==> src/rtl/seven_segment_reader.sv <==
// Monitor for the seconds display bus: debounces the segment pattern, decodes it
// to BCD and flags anything other than a +1 (mod 10) advance or a stalled display.
module seven_segment_reader #(
  parameter int STABLE_CYCLES = 4,
  parameter int TIMEOUT       = 24_000_000
) (
  input  logic        clk,
  input  logic        reset,
  input  logic [6:0]  led_in,
  output logic [3:0]  digit,
  output logic        digit_valid,
  output logic        invalid,
  output logic        tick,
  output logic        seq_error,
  output logic [15:0] tick_count,
  output logic        stalled
);

  localparam int RUN_W = (STABLE_CYCLES > 1) ? $clog2(STABLE_CYCLES) : 1;
  localparam int TMR_W = $clog2(TIMEOUT + 1);
  localparam logic [RUN_W-1:0] RUN_MAX = RUN_W'(STABLE_CYCLES - 1);
  localparam logic [TMR_W-1:0] TMR_MAX = TMR_W'(TIMEOUT);

  logic [6:0]       cand;
  logic [RUN_W-1:0] run;
  logic             done;
  logic             have_prev;
  logic [TMR_W-1:0] timer;

  logic       accept;
  logic       legal_accept;
  logic       dec_legal;
  logic [3:0] dec_digit;
  logic [3:0] succ;

  // Pattern bits are gfedcba; anything outside the ten glyphs is illegal.
  always_comb begin
    dec_digit = 4'd0;
    dec_legal = 1'b1;
    case (led_in)
      7'b0111111: dec_digit = 4'd0;
      7'b0000110: dec_digit = 4'd1;
      7'b1011011: dec_digit = 4'd2;
      7'b1001111: dec_digit = 4'd3;
      7'b1100110: dec_digit = 4'd4;
      7'b1101101: dec_digit = 4'd5;
      7'b1111101: dec_digit = 4'd6;
      7'b0000111: dec_digit = 4'd7;
      7'b1111111: dec_digit = 4'd8;
      7'b1101111: dec_digit = 4'd9;
      default:    dec_legal = 1'b0;
    endcase
  end

  // digit always holds the previous legal glyph, so it doubles as prev.
  assign accept       = (led_in == cand) && (run == RUN_MAX) && !done;
  assign legal_accept = accept && dec_legal;
  assign succ         = (digit == 4'd9) ? 4'd0 : digit + 4'd1;

  always_ff @(posedge clk) begin
    if (reset) begin
      cand <= 7'd0;
      run  <= '0;
      done <= 1'b0;
    end else if (led_in != cand) begin
      cand <= led_in;
      run  <= '0;
      done <= 1'b0;
    end else begin
      if (run != RUN_MAX) run <= run + 1'b1;
      if (accept) done <= 1'b1;
    end
  end

  always_ff @(posedge clk) begin
    if (reset) begin
      digit       <= 4'd0;
      digit_valid <= 1'b0;
      invalid     <= 1'b0;
      tick        <= 1'b0;
      seq_error   <= 1'b0;
      tick_count  <= 16'd0;
      have_prev   <= 1'b0;
    end else begin
      tick      <= 1'b0;
      seq_error <= 1'b0;
      if (legal_accept) begin
        digit       <= dec_digit;
        digit_valid <= 1'b1;
        invalid     <= 1'b0;
        have_prev   <= 1'b1;
        if (have_prev) begin
          if (dec_digit == succ) begin
            tick       <= 1'b1;
            tick_count <= tick_count + 16'd1;
          end else if (dec_digit != digit) begin
            seq_error <= 1'b1;
          end
        end
      end else if (accept) begin
        invalid     <= 1'b1;
        digit_valid <= 1'b0;
      end
    end
  end

  // Only a legal glyph proves the display is alive; illegal accepts do not reset the timer.
  always_ff @(posedge clk) begin
    if (reset) begin
      timer <= '0;
    end else if (legal_accept) begin
      timer <= '0;
    end else if (timer != TMR_MAX) begin
      timer <= timer + 1'b1;
    end
  end

  assign stalled = (timer == TMR_MAX);

endmodule

==> config.mk <==
export PLATFORM = sky130hd
export DESIGN_NAME = seven_segment_reader
export DESIGN_NICKNAME = d
export VERILOG_FILES = /design/src/rtl/seven_segment_reader.sv
export SDC_FILE = /design/constraint.sdc
export NUM_CORES = 1
export LEC_CHECK = 0
export CAP_MARGIN = 20
export CORE_ASPECT_RATIO = 0.7
export CORE_MARGIN = 2
export CORE_UTILIZATION = 60
export CTS_CLUSTER_DIAMETER = 100
export DETAILED_ROUTE_END_ITERATION = 6
export MAX_ROUTING_LAYER = met4
export PLACE_DENSITY = 0.84
export SLEW_MARGIN = 20
export SYNTH_ARGS = -nofsm -noshare
export SYNTH_HDL_FRONTEND = slang
export SYNTH_SLANG_ARGS = --single-unit
export TNS_END_PERCENT = 100
==> constraint.sdc <==
create_clock -name clk -period 4.5 [get_ports clk]
set_input_delay 0.45 -clock clk [delete_from_list [all_inputs] [get_ports clk]]
set_output_delay 0.45 -clock clk [all_outputs]
set_load 0.05 [all_outputs]
==> results.yml <==
flow_run:
  cap_violations: 0
clocking:
  cts_tree: "yes"
  cts_resized: 0
  clock_latency_ns: 0.33
  clock_path_buffers: 2
  clock-sinks: 60
  path_clk_slew_ns: 0.07
  htreeDepth: 3
  cts_setup_buffers: 0
  cts-buffers-inserted: 9
  cts_hold_buffers: 0
  cts-root-buf: "clkbuf_8"
placed_design:
  port_buffers: 33
  placed_area_um2: 3420
  place_inst: 453
  place_congestion: 0.890
  dp_worst_setup_slack_ns: 1.01
  dp_hpwl_mm: 4.55
timing:
  worstMarginPinSlew_ns: 0.954
  holdWs_ns: 0.489
  period_share: 0.779
  min_period_ns: 3.51
  skew_ns: 0.00834
  setup_viol: 0
  tns_ns: 0
  rsz0062_at_grt: "false"
  max_freq_mhz: 285
  layout_setup_ws_ns: 0.994
  drv_slew: 0
  hold_violations: 0
  relSlewSlack: 0.364
floorplanning:
  dieArea_um2: 5710
  core_um2: 4860
  rows: 21
  die_h_um: 63.9
  start_util: 0.632
  die_w_um: 89.5
  pin_count: 34
worst_setup_path:
  path_cells: "inv_1 > ha_1 > nor4b_1 > nand4_1 > nor4_1 > clkdlybuf4s50_1"
  critPathMaxStageDelay_ns: 0.94
  critPathCaptureType: "output pin"
  reg2reg_slack_ns: 1.90
  crit_family: "simple AND/OR/NAND/NOR gates"
  crit_slowest_cell: "clkdlybuf4s50_1"
  rr_worst_depth: 7
  cp-start-kind: "flop"
  worst_ep_required_time_ns: 4.05
  r2r-end: "tick_count[4]"
  worstPathArrival_ns: 3.06
  crit_type: "reg2out"
  cp_max_fo: 4
  critPathBufInv: 2
  timing.rr.start: "digit[2]"
pwr:
  power_mw: 1.04
  max-vdd-ir-drop_v: 0.000212
  leakage_nw: 1.16
  p_per_area_nw_per_um2: 289
status:
  status: "finished, final reports clean"
route:
  drt_first_pass_iters: 5
  dr.first_iter.drc_count: 155
  drt-wirelength-per-cell_um: 14.5
  via_count: 2808
  drc: 0
  via_per_inst: 5.97
  final_antenna_net_count: 0
  routed_wl_mm: 6.80
min_path:
  holdPathStages: 2
  whs_endpoint: "have_prev"
  min_path_type: "reg2reg"
  hold_start: "have_prev"
synth:
  syn_area_per_cell_um2: 8.34
  synth_nets: 381
  async_flop_share: 0
  synth_area_um2: 3070
  synth_cells: 368
  ys.flop_type: "dfxtp_1"
  synth.distinct_cells: 52
  synth.most_common_cell: "dfxtp_1"
  synth-edff-count: 0
  synth_top_area_cell: "dfxtp_1"
  yosys-top-cells-area: "dfxtp_1 (39%), nor2_1 (6.5%), xnor2_1 (4.8%), xor2_1 (4.3%), a21oi_1 (4.1%)"
  ys_ff_latch: 60
  yosysWarnings: 0
  synth_commonest_cells: "dfxtp_1 (60), nor2_1 (53), a21oi_1 (25)"
  yosysTopAreaCellShare: 0.391
  seq_area_frac_synth: 0.391
grt:
  antenna_found_initial: 0
  grt_first_pass_wirelength_mm: 11.6
  grt_use_total: 0.267
  grt_pass1_vias: 2597
  grt_overflow_total: 0
  grt_max_degree: 35
cells_and_area:
  diodes: 0
  drive_above_1_share: 0.0698
  fin_nets: 409
  area_delta_synth_final_pct: 17.4
  design_area_um2: 3600
  final.fill_count: 380
  layout.cells.non_filler: 470
  final_core_util: 0.741
[how the worst max path moves through the flow]
| stage | startpoint | cells after the start | end | slack (ns) |
|---|---|---|---|---|
| after floorplan | timer[0] | 8 | timer[2] | 1.23 |
| after global placement | led_in[0] | 8 | tick_count[4] | 1.10 |
| after detailed placement | led_in[5] | 8 | tick_count[3] | 1.01 |
| after CTS | timer[0] | 6 | stalled | 1.02 |
| after global routing | timer[0] | 6 | stalled | 0.70 |
| final | timer[0] | 6 | stalled | 0.99 |
[tightest hold or removal path, delay by kind of cell (launching register included)]
kind,cells,cell delay (ns)
flops,1,0.33
compound gates,1,0.05
buf+inv,1,0.06
[flip-flops by register name, indices dropped and copies added (netlist names)]
register	cells
invalid	1
tick	1
seq_error	1
digit	4
timer	25
have_prev	1
digit_valid	1
done	1
tick_count	16
cand	7
run	2
[report_power, final]
| group | switching, mW | total, mW | internal [mW] | leakage, nW |
|---|---|---|---|---|
| combinational | 0.0328 | 0.0562 | 0.0234 | 0.576 |
| sequential | 0.00398 | 0.541 | 0.537 | 0.486 |
| clock | 0.215 | 0.444 | 0.228 | 0.0961 |
[layout make-up]
cell class	count	area, um^2	share of cell area
tap	69	86.3	0.0240
timing repair buffer	35	345	0.0958
clock inverter	4	23.8	0.00660
multi-input combinational	276	1740	0.483
sequential	60	1200	0.333
clock buffer	12	155	0.0431
inverter	14	52.6	0.0146
[kinds of logic (layout without fill, tap and decap cells)]
| kind of cell | Yosys count | count (layout) | synth area share |
|---|---|---|---|
| and+or+nand+nor | 169 | 169 | 0.298 |
| xor gates and xnor gates | 32 | 32 | 0.0913 |
| muxes | 6 | 6 | 0.0204 |
| DFF | 60 | 60 | 0.391 |
| adders and majority gates | 4 | 4 | 0.0163 |
| AOI/OAI and AO/OA | 65 | 65 | 0.141 |
| buffers and inverters | 32 | 65 | 0.0424 |
[per-layer routing]
layer | vias up | GRT usage | part of all wire
li1 | 1382 | - | -
met1 | 1336 | 0.362 | 0.49
met2 | 84 | 0.385 | 0.44
met3 | 6 | 0.0724 | 0.059
met4 | 0 | 0.0933 | 0.011
met5 | - | - | 0
[layout by cell type, fill, tap and decap left out, types with 7 or more instances in the layout]
| master | count |
|---|---|
| xnor2_1 | 17 |
| a21oi_1 | 25 |
| clkbuf_8 | 11 |
| nand2_1 | 19 |
| nor2b_1 | 10 |
| dfxtp_1 | 60 |
| or3_1 | 8 |
| o21ai_0 | 7 |
| nand3_1 | 23 |
| inv_1 | 14 |
| xor2_1 | 15 |
| nand4_1 | 16 |
| nor2_1 | 53 |
| clkdlybuf4s50_1 | 33 |
Power figures use the tool's default switching activity.
